--- src/rtl/fib_sched_pkg.sv ---
// fib_sched_pkg: shared types and helpers for the Fibonacci step scheduler.
// Contents: FSM state enum, default field widths, owner-index width function.
package fib_sched_pkg;

    typedef enum logic [1:0] {IDLE, STEP, SETTLE, RESP} state_t;

    localparam int DEF_NREQ   = 2;
    localparam int DEF_CNT_W  = 8;
    localparam int DEF_DATA_W = 8;

    // Owner-index width; never below one bit so a single-bit index still exists.
    function automatic int clog2(input int n);
        int w;
        w = 1;
        while ((1 << w) < n) w++;
        return w;
    endfunction

endpackage

--- src/rtl/fib_sched_if.sv ---
// fib_sched_if: requester-side job/response handshake bundle.
// Signals: req_valid/req_ready/req_count (job channel, count slice i = [i*CNT_W +: CNT_W]),
//          resp_valid/resp_ready/resp_data (result channel, resp_data shared by all requesters).
// Modports: master = requesters, slave = scheduler.
interface fib_sched_if
    import fib_sched_pkg::*;
#(
    parameter int NREQ   = DEF_NREQ,
    parameter int CNT_W  = DEF_CNT_W,
    parameter int DATA_W = DEF_DATA_W
);
    logic [NREQ-1:0]       req_valid;
    logic [NREQ-1:0]       req_ready;
    logic [NREQ*CNT_W-1:0] req_count;
    logic [NREQ-1:0]       resp_valid;
    logic [NREQ-1:0]       resp_ready;
    logic [DATA_W-1:0]     resp_data;

    modport master (
        output req_valid, req_count, resp_ready,
        input  req_ready, resp_valid, resp_data
    );

    modport slave (
        input  req_valid, req_count, resp_ready,
        output req_ready, resp_valid, resp_data
    );
endinterface

--- src/rtl/fib_sched_arb.sv ---
// fib_sched_arb: combinational job arbiter for the step scheduler.
// Build option: FIB_SCHED_RR_EN selects round-robin (registered last-grant pointer,
//               reset to NREQ-1); otherwise fixed priority with the lowest index winning.
// Ports: clk, rst_n, i_accept (RR build only; i_accept advances the pointer),
//        i_req_valid (pending jobs), o_grant (winner index), o_any (some job pending).
module fib_sched_arb
    import fib_sched_pkg::*;
#(
    parameter  int NREQ = DEF_NREQ,
    localparam int OW   = clog2(NREQ)
) (
`ifdef FIB_SCHED_RR_EN
    input  logic            clk,
    input  logic            rst_n,
    input  logic            i_accept,
`endif
    input  logic [NREQ-1:0] i_req_valid,
    output logic [OW-1:0]   o_grant,
    output logic            o_any
);

`ifdef FIB_SCHED_RR_EN
    logic [OW-1:0] r_last;

    always_ff @(posedge clk or negedge rst_n)
        if (!rst_n)
            r_last <= OW'(NREQ - 1);
        else if (i_accept)
            r_last <= o_grant;

    // Lowest requester above the pointer wins; if none, wrap to the lowest one at or below it.
    always_comb begin
        o_grant = '0;
        o_any   = 1'b0;
        for (int i = NREQ - 1; i >= 0; i--)
            if (i_req_valid[i] && OW'(i) <= r_last) begin
                o_grant = OW'(i);
                o_any   = 1'b1;
            end
        for (int i = NREQ - 1; i >= 0; i--)
            if (i_req_valid[i] && OW'(i) > r_last) begin
                o_grant = OW'(i);
                o_any   = 1'b1;
            end
    end
`else
    always_comb begin
        o_grant = '0;
        o_any   = 1'b0;
        for (int i = NREQ - 1; i >= 0; i--)
            if (i_req_valid[i]) begin
                o_grant = OW'(i);
                o_any   = 1'b1;
            end
    end
`endif

endmodule

--- src/rtl/fib_step_scheduler.sv ---
// fib_step_scheduler: shares one Fibonacci step datapath between NREQ requesters.
// A granted job pulses o_step for exactly its count, captures i_dp_out one cycle later
// and returns it on the owner's response channel.
// Build option: FIB_SCHED_RR_EN (round-robin arbitration, see fib_sched_arb).
// Ports: clk, rst_n (async active-low), io_bus (fib_sched_if.slave job/response bundle),
//        i_dp_out (datapath output), o_step (datapath step enable), o_busy (job in flight).
module fib_step_scheduler
    import fib_sched_pkg::*;
#(
    parameter int NREQ   = DEF_NREQ,
    parameter int CNT_W  = DEF_CNT_W,
    parameter int DATA_W = DEF_DATA_W
) (
    input  logic              clk,
    input  logic              rst_n,
    fib_sched_if.slave        io_bus,
    input  logic [DATA_W-1:0] i_dp_out,
    output logic              o_step,
    output logic              o_busy
);
    localparam int OW = clog2(NREQ);

    state_t             r_state;
    state_t             w_next;
    logic [OW-1:0]      r_owner;
    logic [CNT_W-1:0]   r_remaining;
    logic [DATA_W-1:0]  r_result;
    logic [OW-1:0]      w_grant;
    logic               w_any;
    logic               w_accept;
    logic [CNT_W-1:0]   w_count;

    fib_sched_arb #(.NREQ(NREQ)) u_arb (
`ifdef FIB_SCHED_RR_EN
        .clk         (clk),
        .rst_n       (rst_n),
        .i_accept    (w_accept),
`endif
        .i_req_valid (io_bus.req_valid),
        .o_grant     (w_grant),
        .o_any       (w_any)
    );

    assign w_accept         = (r_state == IDLE) && w_any;
    assign w_count          = io_bus.req_count[int'(w_grant) * CNT_W +: CNT_W];
    assign io_bus.resp_data = r_result;

    always_ff @(posedge clk or negedge rst_n)
        if (!rst_n)
            r_state <= IDLE;
        else
            r_state <= w_next;

    always_comb begin
        w_next            = r_state;
        o_step            = 1'b0;
        o_busy            = (r_state != IDLE);
        io_bus.req_ready  = '0;
        io_bus.resp_valid = '0;
        case (r_state)
            IDLE:
                if (w_any) begin
                    io_bus.req_ready = NREQ'(1) << w_grant;
                    w_next           = (w_count == '0) ? SETTLE : STEP;
                end
            STEP: begin
                o_step = 1'b1;
                w_next = (r_remaining == CNT_W'(1)) ? SETTLE : STEP;
            end
            SETTLE:
                w_next = RESP;
            RESP: begin
                io_bus.resp_valid = NREQ'(1) << r_owner;
                w_next            = io_bus.resp_ready[r_owner] ? IDLE : RESP;
            end
            default:
                w_next = IDLE;
        endcase
    end

    always_ff @(posedge clk or negedge rst_n)
        if (!rst_n) begin
            r_owner     <= '0;
            r_remaining <= '0;
            r_result    <= '0;
        end else begin
            if (w_accept) begin
                r_owner     <= w_grant;
                r_remaining <= w_count;
            end else if (r_state == STEP)
                r_remaining <= r_remaining - CNT_W'(1);
            if (r_state == SETTLE)
                r_result <= i_dp_out;
        end

endmodule

--- src/flat_wrapper.sv ---
// flat-port wrapper written by rule: the top's interface ports become plain ports
module fib_step_scheduler_flat import fib_sched_pkg::*;
#(
    parameter int NREQ   = DEF_NREQ,
    parameter int CNT_W  = DEF_CNT_W,
    parameter int DATA_W = DEF_DATA_W
)
  (clk, rst_n, i_dp_out, o_step, o_busy, io_bus_req_valid, io_bus_req_count, io_bus_resp_ready, io_bus_req_ready, io_bus_resp_valid, io_bus_resp_data);
  fib_sched_if #(.NREQ(NREQ), .CNT_W(CNT_W), .DATA_W(DATA_W)) io_bus_i ();
  input  logic clk;
  input  logic rst_n;
  input  logic [DATA_W-1:0] i_dp_out;
  output logic o_step;
  output logic o_busy;
  input wire logic [$bits(io_bus_i.req_valid)-1:0] io_bus_req_valid;
  input wire logic [$bits(io_bus_i.req_count)-1:0] io_bus_req_count;
  input wire logic [$bits(io_bus_i.resp_ready)-1:0] io_bus_resp_ready;
  output wire logic [$bits(io_bus_i.req_ready)-1:0] io_bus_req_ready;
  output wire logic [$bits(io_bus_i.resp_valid)-1:0] io_bus_resp_valid;
  output wire logic [$bits(io_bus_i.resp_data)-1:0] io_bus_resp_data;
  assign io_bus_i.req_valid = io_bus_req_valid;
  assign io_bus_i.req_count = io_bus_req_count;
  assign io_bus_i.resp_ready = io_bus_resp_ready;
  assign io_bus_req_ready = io_bus_i.req_ready;
  assign io_bus_resp_valid = io_bus_i.resp_valid;
  assign io_bus_resp_data = io_bus_i.resp_data;
  fib_step_scheduler #(.NREQ(NREQ), .CNT_W(CNT_W), .DATA_W(DATA_W)) u_core (.clk(clk), .rst_n(rst_n), .io_bus(io_bus_i), .i_dp_out(i_dp_out), .o_step(o_step), .o_busy(o_busy));
endmodule
--- config.mk ---
export PLATFORM = sky130hd
export DESIGN_NAME = fib_step_scheduler_flat
export DESIGN_NICKNAME = d
export VERILOG_FILES = /design/src/rtl/fib_sched_pkg.sv /design/src/rtl/fib_sched_if.sv /design/src/rtl/fib_sched_arb.sv /design/src/rtl/fib_step_scheduler.sv /design/src/flat_wrapper.sv
export SDC_FILE = /design/constraint.sdc
export NUM_CORES = 1
export LEC_CHECK = 0
export ABC_AREA = 1
export CORE_UTILIZATION = 25
export CTS_CLUSTER_DIAMETER = 40
export CTS_CLUSTER_SIZE = 24
export DETAILED_ROUTE_END_ITERATION = 7
export DONT_BUFFER_PORTS = 1
export PLACE_DENSITY = 0.45
export REMOVE_ABC_BUFFERS = 1
export SLEW_MARGIN = 20
export SYNTH_ARGS = -nofsm -noshare
export SYNTH_HDL_FRONTEND = slang
export SYNTH_SLANG_ARGS = --single-unit
--- constraint.sdc ---
create_clock -name clk -period 1.8 [get_ports clk]
set_clock_uncertainty 0.05 [all_clocks]
set_input_delay 0.18 -clock clk [delete_from_list [all_inputs] [get_ports clk]]
set_output_delay 0.18 -clock clk [all_outputs]
set_load 0.005 [all_outputs]
-- After elaboration in Yosys (flattened, before gate mapping)
Index checks and enable logic that the tools add are counted.
- output and inout port bits: 14
- input bits: 30
- word-level logic and storage cells: 35
- bits in registers: 19
- magnitude comparators: 1
- shift-type cells: 3
- reduce and logical (&&, ||, !) cells: 5
- equality and inequality tests: 5
- add/sub/neg operators: 1
- muxes and demuxes: 16
- operators with widths (kind ; count):
    $mux 8 ; 2
    $shiftx 16x5->8 ; 1
    $mux 2 ; 7
    $eq 8x1->1 const B ; 1
    $logic_not 8->1 ; 1
    $pmux 2 s4 ; 1
    $sub 8x1->8 const B ; 1
    $mux 1 ; 6
    $eq 2x2->1 const B ; 2
    $reduce_bool 2->1 ; 2
    $shl 1x1->2 const A ; 2
    $eq 2x1->1 const B ; 1
    $logic_not 2->1 ; 1
    $lt 1x2->1 const B ; 1
    $ne 2x1->1 const B ; 1
    $logic_and 1x1->1 ; 1

-- Longest topological paths before layout
- word-level depth: 7
- mapped depth: 10
- gate-level depth less buffers: 9

-- Hierarchy
A second synthesis with hierarchy kept.
- cell total of the unflattened synthesis: 161
- area total of the unflattened synthesis: 1177.4 µm²
- by module, submodules not included (module ; cells each ; sequential area each (µm²) ; area each (µm²) ; times used):
    fib_step_scheduler ; 157 ; 475.5 ; 1162.4 ; 1
    fib_sched_arb ; 4 ; 0.0 ; 15.0 ; 1

-- Least setup slack after synthesis
No wires, ideal clock.
- path kind: flip-flop to flip-flop
- from: reg u_core.r_state[1]
- to: reg u_core.r_remaining[1]
- data required time: 1.605 ns
- library setup time: 0.145 ns
- data arrival time: 1.074 ns
- path slack: 0.531 ns
- clock period less this slack: 1.269 ns
- path buffers: 1
- cell stages (with the launch flop): 8
- cells stage by stage: dfrtp_1 -> buf_4 -> nor2_2 -> o21ai_2 -> nand2_1 -> inv_2 -> nand2_1 -> o221ai_1
- cells in the longest elaborated chain, start to end: 3
- elaborated cells between the ends (all ways): 5
- classes of those cells: eq/ne: 1; mux: 1; reduce/logical: 3
- RTL lines (item ; RTL line ; text):
    start: declaration ; fib_step_scheduler.sv:23 ; state_t r_state;
    start signal: assignment ; fib_step_scheduler.sv:52 ; r_state <= w_next;
    $logic_not 2->1 ; fib_step_scheduler.sv:44 ; assign w_accept = (r_state == IDLE) && w_any;
    $logic_and 1x1->1 ; fib_step_scheduler.sv:44 ;
    $mux 8 / $reduce_bool 2->1 (equally long branches) ; -- ;
    end signal: assignment ; fib_step_scheduler.sv:89 ; r_remaining <= w_count;
    end signal: assignment ; fib_step_scheduler.sv:91 ; r_remaining <= r_remaining - CNT_W'(1);
    end: declaration ; fib_step_scheduler.sv:26 ; logic [CNT_W-1:0] r_remaining;
Several ways; a longest one is shown, not always the timed one.
A chain may end at the register's enable or synchronous reset.

-- Worst setup path in the final report
- from: reg u_core.r_state[1]
- to: out io_bus_req_ready[0]
- cells in the longest elaborated chain, start to end: 2
- RTL lines (item ; RTL line ; text):
    $logic_not 2->1 ; fib_step_scheduler.sv:60 ; case (r_state)
    $mux 2 ; fib_step_scheduler.sv:60 ;
    end: declaration ; flat_wrapper.sv:18 ; output wire logic [$bits(io_bus_i.req_ready)-1:0] io_bus_req_ready;
No other way between the ends.

==> results.txt <==
run status = finished, final reports clean
ranking of synthesized cells by area = sky130_fd_sc_hd__dfrtp_1 (37%), sky130_fd_sc_hd__nand2_1 (11%), sky130_fd_sc_hd__inv_1 (7.5%)
portion of total power attributed to combinational logic = 41.9%
number of clock buffers inserted by TritonCTS = 3
minimum clock period after layout = 1490 ps
layout net count = 206
cell area reported after detailed placement = 1350 um2
class of the tightest hold or removal check = primary input to flip-flop
largest family of logic cells by synthesized area = simple AND/OR/NAND/NOR gates
Worst setup EP type = output port
Avg Synthesized Cell Area = 7.75 um2
Congestion Overflow GR = 0
Power Internal = 1.14 mW
category of the worst setup path launch point = flip-flop
H-tree level count = 1
static leakage = 0.717 nW
number of enable-type register cells in the synthesized netlist = 0
total number of vias = 1048
clock-pin slew on the worst setup and hold paths = 80 ps
power share of the sequential group = 42.0%
Total Routed Length = 2810 um
complex-gate fraction of the synthesized area = 7.02%
fill cell total of the finished layout = 557
layout cells sized above 1 = 22.0%
Fmax achieved = 671 MHz
most repeated cell in the gate-level netlist after synthesis = sky130_fd_sc_hd__nand2_1
CTS sink cnt = 19
share of the clock period used by the worst path = 82.8%
total number of placement rows = 25
buffers from clock root to sink, at most = 2
wire per inst = 11.7 um
DRC violations left = 0
final instance area = 1430 um2
setup repair after global routing missed its margin = false
cell type contributing the most total cell area after synthesis = sky130_fd_sc_hd__dfrtp_1
CTS-repair resized insts = 0
Final setup viols = 0
most common library cells after synthesis = sky130_fd_sc_hd__nand2_1 (38), sky130_fd_sc_hd__inv_1 (26), sky130_fd_sc_hd__dfrtp_1 (19)
Buffers on Ports = 0
Synth warnings = 0
half-perimeter wire length of the detailed placement result = 2230 um
via count of the first global-routing pass = 975
share of total power consumed by net switching = 40.5%
initial antenna violation count = 0
PwrDens = 1330 nW/um2
weighted congestion at the end of routability-driven global placement = 0.755
number of detailed-routing iterations run before antenna repair = 4
number of pins with negative max-slew slack in the final report = 0
Top-Level Pins = 44
final-layout setup total negative slack = 0 ps
Starting Density = 26.7%
post-synth cell types = 27
Clock Latency Late Sink = 260 ps
simple-gate area share of the yosys netlist = 34.0%
Core Footprint = 4880 um2
residual antenna-violating net count after detailed routing = 0
clock tree root buffer cell = sky130_fd_sc_hd__clkbuf_8
normalized max-slew margin = 38.4%
vias per std cell = 4.37
hold path start = i_dp_out[3]
clock power share = 16.2%
final hold violation count = 0
die outline height = 74.1 um
width of the die = 74.1 um
floorplan die area = 5500 um2
highest ir drop seen on vdd = 348 uV
number of inserted diodes = 0
Setup CP Type = flip-flop to output port
slew at the pin closest to its max-slew limit = 920 ps
proportion of register bits with asynchronous set or reset after synthesis = 100%
launch instance of the worst register-to-register path = u_core.r_state[1]
largest net degree at the start of global routing = 20
xor/xnor cell area share of the yosys netlist = 1.35%
required time at the worst-slack endpoint = 1570 ps
count of maximum capacitance violations = 0
most frequently used flop master after synthesis = sky130_fd_sc_hd__dfrtp_1
Post-Synthesis Cells = 168
adder-cell area share of the yosys netlist = 1.92%
TritonCTS clock tree = built
Synth top area share = 36.5%
Total Routing Usage GR = 11.1%
net load switching power = 775 uW
synthesis-stage register bit count = 19
iteration-0 DRC count of the detailed router = 31
timing startpoint of the critical path = u_core.r_state[1]
proportion of synthesized chip area in sequential cells = 36.5%
worst-path maximum fanout = 6
global-route wire length before repair = 4540 um
Area growth syn-to-layout = 10.1%
Syn Std Cell Area = 1300 um2
mux contribution to synthesized area = 6.92%
Arrival @ worst endpoint = 1260 ps
number of buffers inserted by post-CTS setup repair = 0
==> kinds of logic (layout without fill, tap and decap cells) <==
| group | Yosys count | after routing |
|---|---|---|
| DFF | 19 | 19 |
| and+or+nand+nor | 89 | 89 |
| xor gates and xnor gates | 2 | 2 |
| adders and majority gates | 2 | 2 |
| muxes | 8 | 8 |
| AOI/OAI and AO/OA | 13 | 13 |
| buffers and inverters | 35 | 40 |
==> final timing paths <==
check	end	slack [ps]	cells after the start
hold reg to reg	u_core.r_remaining[1]	450	2
min in group asynchronous	u_core.r_owner	440	1
setup / recovery	io_bus_req_ready[0]	310	3
max in group asynchronous	u_core.r_remaining[0]	690	1
hold / removal	u_core.io_bus.resp_data[3]	10	1
setup reg to reg	u_core.r_remaining[1]	390	6
==> repair_timing <==
| item | CTS | global route |
|---|---|---|
| setup endpoints to repair | 0 | 0 |
| hold buffers | 1 | 3 |
| endpoints found under the hold margin | 19 | 3 |
==> critical path, cell delays in order (launching register included) <==
cell	delay (ps)
sky130_fd_sc_hd__dfrtp_1	500
sky130_fd_sc_hd__nor2_2	220
sky130_fd_sc_hd__inv_2	100
sky130_fd_sc_hd__nor2_1	180
==> power by group through the flow <==
stage               Clock [mW]  Combinational, mW  Sequential, mW
detailed placement           0              0.798           0.811
global route             0.344              0.920           0.839
global placement             0              0.804           0.812
finish                   0.309              0.801           0.802
CTS                      0.326              0.812           0.801
floorplan                    0              0.663           0.777
==> state kept, by name (all words and copies together) (netlist names) <==
| name | count |
|---|---|
| u_core.io_bus.resp_data | 8 |
| u_core.r_remaining | 8 |
| u_core.r_state | 2 |
| u_core.r_owner | 1 |
==> cells in the final DEF, fill, tap and decap left out, drive strengths merged, types with 2 or more instances in the layout <==
cell and instances:
ha 2, dlygate4sd3 4, xor2 2, dfrtp 19, nand4 3, mux2 8
o22ai 2, nand3 15, nor2 18, inv 32, clkbuf 3, o21ai 3
o211ai 2, o221ai 3, nand2 52
==> final cells by class <==
| cell class | instances | area, um2 | area share [%] |
|---|---|---|---|
| clock buffers | 3 | 41.3 | 2.88 |
| repair buffers | 4 | 40.0 | 2.79 |
| flip-flops and latches | 19 | 475 | 33.2 |
| inverters | 32 | 120 | 8.38 |
| clock inverters | 1 | 5.00 | 0.349 |
| multi-input cells | 114 | 667 | 46.6 |
| well taps | 67 | 83.8 | 5.85 |
==> through the flow <==
stage / setup slack, ps / std cells / hold slack (ps) / utilization [%] / power (mW)
after detailed placement: 388 / 232 / -165 / 27.6 / 1.61
after CTS: 286 / 237 / 5.48 / 28.7 / 1.94
after global routing: 211 / 240 / 3.49 / 29.4 / 2.10
after floorplan: 525 / 165 / -166 / - / 1.44
after global placement: 421 / 232 / -165 / 27.6 / 1.62
final: 309 / 240 / 13.5 / 29.4 / 1.91
==> metal layers <==
metal  wire length [um]  track usage (%)  share of wire [%]
met5                  0                0                  0
met2               1300             18.9                 46
met4                 31             3.21                1.1
met1               1320             13.4                 47
met3                157             3.39                5.6
No activity file was read; power rests on OpenSTA's default activity.
